==> src/rtl/ram_loader.sv <==
// ram_loader: packs a valid/ready byte stream little-endian into words written to a RAM with async read
module ram_loader #(
  parameter int SIZE = 256,
  parameter int DATA_BITS = 8,
  parameter int ADDR_BITS = $clog2(SIZE)
) (
  input  logic                 clk,
  input  logic                 rst,
  input  logic                 start,
  input  logic                 flush,
  input  logic [7:0]           in_byte,
  input  logic                 in_valid,
  output logic                 in_ready,
  output logic                 busy,
  output logic                 done,
  output logic                 overflow,
  output logic [ADDR_BITS:0]   word_count,
  input  logic [ADDR_BITS-1:0] rd_addr,
  output logic [DATA_BITS-1:0] rd_data
);
  localparam int BPW = DATA_BITS / 8;
  localparam int IB = (BPW > 1) ? $clog2(BPW) : 1;
  localparam logic [1:0] IDLE = 2'd0, LOAD = 2'd1, DONE = 2'd2;
  logic [1:0] state;
  logic [IB-1:0] bidx;
  logic [ADDR_BITS-1:0] wr_addr;
  logic [DATA_BITS-1:0] stage, nxt;
  logic [DATA_BITS-1:0] mem [SIZE];
  logic acc, last, wr, full;
  assign in_ready = state == LOAD;
  assign busy = state == LOAD;
  assign done = state == DONE;
  // stage keeps unfilled upper bytes zero, so OR-ing in the new byte also zero-pads partial words
  always_comb begin
    acc = in_valid && state == LOAD;
    last = acc && bidx == IB'(BPW - 1);
    nxt = acc ? stage | (DATA_BITS'(in_byte) << {bidx, 3'b000}) : stage;
    wr = !rst && !start && state == LOAD && (last || (flush && (acc || bidx != '0)));
    full = word_count == (ADDR_BITS + 1)'(SIZE - 1);
  end
  always_ff @(posedge clk) begin
    if (rst) begin
      state <= IDLE;
      overflow <= 1'b0;
      word_count <= '0;
      wr_addr <= '0;
      bidx <= '0;
      stage <= '0;
    end else if (start) begin
      state <= LOAD;
      overflow <= 1'b0;
      word_count <= '0;
      wr_addr <= '0;
      bidx <= '0;
      stage <= '0;
    end else if (state == LOAD) begin
      if (acc) begin
        bidx <= last ? '0 : bidx + 1'b1;
        stage <= last ? '0 : nxt;
      end
      if (wr) begin
        word_count <= word_count + 1'b1;
        wr_addr <= wr_addr + 1'b1;
        bidx <= '0;
        stage <= '0;
      end
      if (flush || (wr && full)) state <= DONE;
    end else if (state == DONE && in_valid) begin
      overflow <= 1'b1;
    end
  end
  always_ff @(posedge clk) begin
    if (wr) mem[wr_addr] <= nxt;
  end
  generate
    if (SIZE == (1 << ADDR_BITS)) begin : g_full
      assign rd_data = mem[rd_addr];
    end else begin : g_part
      assign rd_data = (32'(rd_addr) < SIZE) ? mem[rd_addr] : '0;
    end
  endgenerate
endmodule
==> config.mk <==
export PLATFORM = sky130hd
export DESIGN_NAME = ram_loader
export DESIGN_NICKNAME = d
export VERILOG_FILES = /design/src/rtl/ram_loader.sv
export SDC_FILE = /design/constraint.sdc
export NUM_CORES = 2
export LEC_CHECK = 0
export CORE_ASPECT_RATIO = 1.25
export CORE_MARGIN = 2
export CORE_UTILIZATION = 50
export DETAILED_ROUTE_END_ITERATION = 8
export PLACE_DENSITY = 0.66
export REMOVE_ABC_BUFFERS = 1
export SYNTH_ARGS = -nofsm -noshare
export SYNTH_HDL_FRONTEND = slang
export SYNTH_SLANG_ARGS = --single-unit
==> constraint.sdc <==
create_clock -name clk -period 5.2 [get_ports clk]
set_clock_uncertainty 0.1 [all_clocks]
set_input_delay 0.52 -clock clk [delete_from_list [all_inputs] [get_ports clk]]
set_output_delay 0.52 -clock clk [all_outputs]
set_load 0.05 [all_outputs]
==> flow_summary.toml <==
[synthesis]
gate_count_post_synth = 3919
synth.ff_latch_count = 2077
seq_area_frac_synth_pct = 77.0
synth-compound-area-share_pct = 3.81
yosys.area_share.simple_pct = 2.90
synth-adder-area-share_pct = 0.0931
synthMuxAreaShare_pct = 14.2
synth_xor_xnor_area_share_pct = 0.152
ys_warn_count = 0
synth_edf_count = 2048
syn-cell-area_um2 = 80600
synth_top_family_by_area = "multiplexers"
ys.flop_type = "sky130_fd_sc_hd__edfxtp_1"
postSynthAreaPerCell_um2 = 20.6
ys_types = 71
postSynth.asyncResetShare_pct = 0

[min_path]
whs_path_depth = 2
hold-path-endpoint = "state[0]$_SDFFE_PP0P_"
timing.hold.worst.class = "in2reg"
min_from = "rst"

[detailed_routing]
wirelength_um = 195000
initialDrtViolationCount = 4874
drc = 0
drt_first_pass_iters = 5
vias_per_cell = 6.30
drt.antenna.violating_nets = 0
wl_per_cell_um = 30.6
routed-via-count = 40300

[clocking]
htree_num_levels = 4
cts_resized = 0
tritoncts_num_sinks = 2077
clk_pin_slew_ps = 60
cts_buffers = 182
tritoncts = "built"
clock_tree.buffer_depth = 3
post-cts-setup-buffers = 0
cts.root.buffer_cell = "sky130_fd_sc_hd__clkbuf_16"
cts-hold-fix-buffers = 0
worstSkewPairLatency_ps = 820

[floorplanning]
floorplan_core_area_um2 = 160000
floorplan.die.width_um = 363
floorplan.die_area_um2 = 165000
placement_rows = 164
ios = 42
die_h_um = 453
start_util_pct = 50.4

[layout]
fin_nets = 4198
post_layout_nonfiller_instances = 6391
drive_gt1_share_pct = 22.4
postLayoutCoreUtil_pct = 56.6
n_fill_cell = 11800
syn2layout_area_growth_pct = 12.3

[grt]
grt.total_usage_pct = 24.0
global_route_congestion_overflow_total = 0
grt_pass1_vias = 40500
grt_antenna_before_repair = 7
grt_first_pass_wirelength_um = 284000
grt_start_max_net_pins = 107

[pwr]
power_density_nw_per_um2 = 362
report.power.total_uw = 32800
p_leak_uw = 0.0319
ir_worst_vdd_v = 0.000364

[worst_setup_path]
cp-start-kind = "input port"
timing.reg2reg.setup_slack_ps = 1540
critPathRequiredTime_ps = 4580
crit_chain = "clkdlybuf4s50_1, and3b_1, o221ai_1, a21oi_1, nor3_1, nor4_1, nor4b_1, buf_12"
critical_path.max_stage_delay_ps = 1220
regToRegEndpoint = "mem[157][3]$_DFFE_PP_"
cp.arrival_ps = 4180
path_max_fanout = 11
critical_path_class = "in2out"
r2r.worst_path.cells = 6
worstSetupEndpointType = "output port"
crit_path_top_delay_cell = "sky130_fd_sc_hd__nor4b_1"
timing.critical_path.max_delay_family = "simple AND/OR/NAND/NOR gates"
crit_buf_inv = 2
r2r-start = "state[1]$_SDFFE_PP0P_"

[sta]
timing.fmax_mhz = 208
maxSlewHeadroom_pct = 1.29
period_minus_slack_ps = 4800
worst_pin_slew_ps = 1460
final.hold.worst_slack_ps = 161
final-hold-violation-count = 0
finalMaxSlewViolations = 0
setup_repair_after_global_routing_missed_its_margin = "false"
final.setup.tns_ps = 0
setup_viol = 0
share_of_the_cycle_needed_by_the_critical_path_after_routing_pct = 92.4

[run_status]
failing_checks = "max-capacitance violations"
status = "complete, but fails checks"

[place]
place.detailed.hpwl_um = 123000
gp_routability_congestion = 0.853
numPlacedInstances = 6062
portBuffers = 41

[job]
timing.max_cap.violations = 1
-- worst max-delay path by stage --
stage                                from             endpoint  slack (ps)  cells past startpoint
finish                         rd_addr[6]           rd_data[1]         400                      8
global route                   rd_addr[6]           rd_data[1]         350                      8
CTS                            rd_addr[0]           rd_data[4]         490                     10
detailed placement             rd_addr[0]           rd_data[4]         490                     10
global placement               rd_addr[0]           rd_data[4]         460                     10
floorplan           state[1]$_SDFFE_PP0P_  mem[0][0]$_DFFE_PP_        -210                      5
-- Yosys cell counts, types with 10 or more instances --
cell                       number  area share, %
sky130_fd_sc_hd__edfxtp_1    2048             76
sky130_fd_sc_hd__mux4_2       415             12
sky130_fd_sc_hd__nor2_1       305            1.4
sky130_fd_sc_hd__mux2i_1      197            2.4
sky130_fd_sc_hd__a22oi_1      130            1.2
sky130_fd_sc_hd__clkbuf_1     106           0.49
sky130_fd_sc_hd__a21oi_1       89           0.55
sky130_fd_sc_hd__nand2_1       74           0.34
sky130_fd_sc_hd__o22ai_1       46           0.36
sky130_fd_sc_hd__buf_2         44           0.27
sky130_fd_sc_hd__buf_4         42           0.39
sky130_fd_sc_hd__o221ai_1      42           0.46
sky130_fd_sc_hd__dfxtp_1       29           0.72
sky130_fd_sc_hd__nor3_1        29           0.18
sky130_fd_sc_hd__a22o_1        27           0.29
sky130_fd_sc_hd__buf_6         27           0.38
sky130_fd_sc_hd__nand3_1       23           0.14
sky130_fd_sc_hd__a221oi_1      17           0.18
sky130_fd_sc_hd__nor4_1        17           0.13
sky130_fd_sc_hd__nor2b_1       16           0.12
sky130_fd_sc_hd__and2_1        14           0.11
sky130_fd_sc_hd__nand4_1       13           0.10
sky130_fd_sc_hd__a211oi_1      12           0.11
sky130_fd_sc_hd__inv_1         10          0.047
sky130_fd_sc_hd__nand2b_1      10          0.078
sky130_fd_sc_hd__xor2_1        10           0.11
-- stage by stage --
stage                     cell area (um2)  setup WS, ps
final                               90500           397
after global routing                90500           347
after CTS                           90500           488
after detailed placement            84800           494
after global placement              84800           460
after floorplan                     79200          -212
-- sequential cells by signal, indices dropped and copies added, names as in the netlist --
name and cells:
overflow 1, wr_addr 8, word_count 9, bidx 1, state 2, mem 2048, stage 8
-- logic make-up (layout without fill, tap and decap cells) --
kind of cell,count (synthesis),after routing
AO/OA/AOI/OAI,427,427
AND/OR/NAND/NOR,529,529
other,0,1
flip-flops,2077,2077
adder cells (fa/ha/maj),6,6
buffers and inverters,249,645
multiplexers,617,617
XOR/XNOR,14,14
-- routing by layer --
layer / up-vias / share of wire [%] / wire, um / GRT usage, %
met5: - / 0.014 / 27 / 0
met4: 4 / 3.2 / 6280 / 7.61
met3: 325 / 8.1 / 15800 / 4.27
met2: 1827 / 49 / 96400 / 39.0
met1: 21300 / 39 / 77000 / 33.4
li1: 16800 / - / - / -
-- cell usage in the layout (no fill, tap or decap), types with 14 or more instances in the layout --
cell / count
sky130_fd_sc_hd__nor2_1: 303
sky130_fd_sc_hd__clkinv_1: 42
sky130_fd_sc_hd__clkinv_2: 28
sky130_fd_sc_hd__buf_4: 227
sky130_fd_sc_hd__clkbuf_16: 188
sky130_fd_sc_hd__buf_12: 46
sky130_fd_sc_hd__o221ai_1: 42
sky130_fd_sc_hd__nor4_1: 17
sky130_fd_sc_hd__a22oi_1: 130
sky130_fd_sc_hd__and2_1: 14
sky130_fd_sc_hd__nand2_1: 72
sky130_fd_sc_hd__a21oi_1: 89
sky130_fd_sc_hd__nand3_1: 23
sky130_fd_sc_hd__mux2i_1: 197
sky130_fd_sc_hd__clkbuf_1: 38
sky130_fd_sc_hd__a221oi_1: 17
sky130_fd_sc_hd__a22o_1: 27
sky130_fd_sc_hd__edfxtp_1: 2048
sky130_fd_sc_hd__nor3_1: 29
sky130_fd_sc_hd__dfxtp_1: 29
sky130_fd_sc_hd__mux4_2: 415
sky130_fd_sc_hd__o22ai_1: 46
sky130_fd_sc_hd__clkdlybuf4s50_1: 28
-- power by group --
part | switching, uW | total (uW) | internal [uW]
Combinational | 876 | 1380 | 503
Clock | 5870 | 13100 | 7260
Sequential | 1.57 | 18300 | 18300
Total | 6750 | 32800 | 26000
-- layout make-up --
type,instances,area (um2),area share (%)
multi-input cells,1593,17200,18.9
clock inverters,98,812,0.897
flip-flops and latches,2077,62100,68.6
well taps,2075,2600,2.87
clock buffers,230,4900,5.41
inverters,11,41.3,0.0456
diodes,1,2.50,0.00276
repair buffers,306,2950,3.26
No activity file was read; power rests on OpenSTA's default activity.
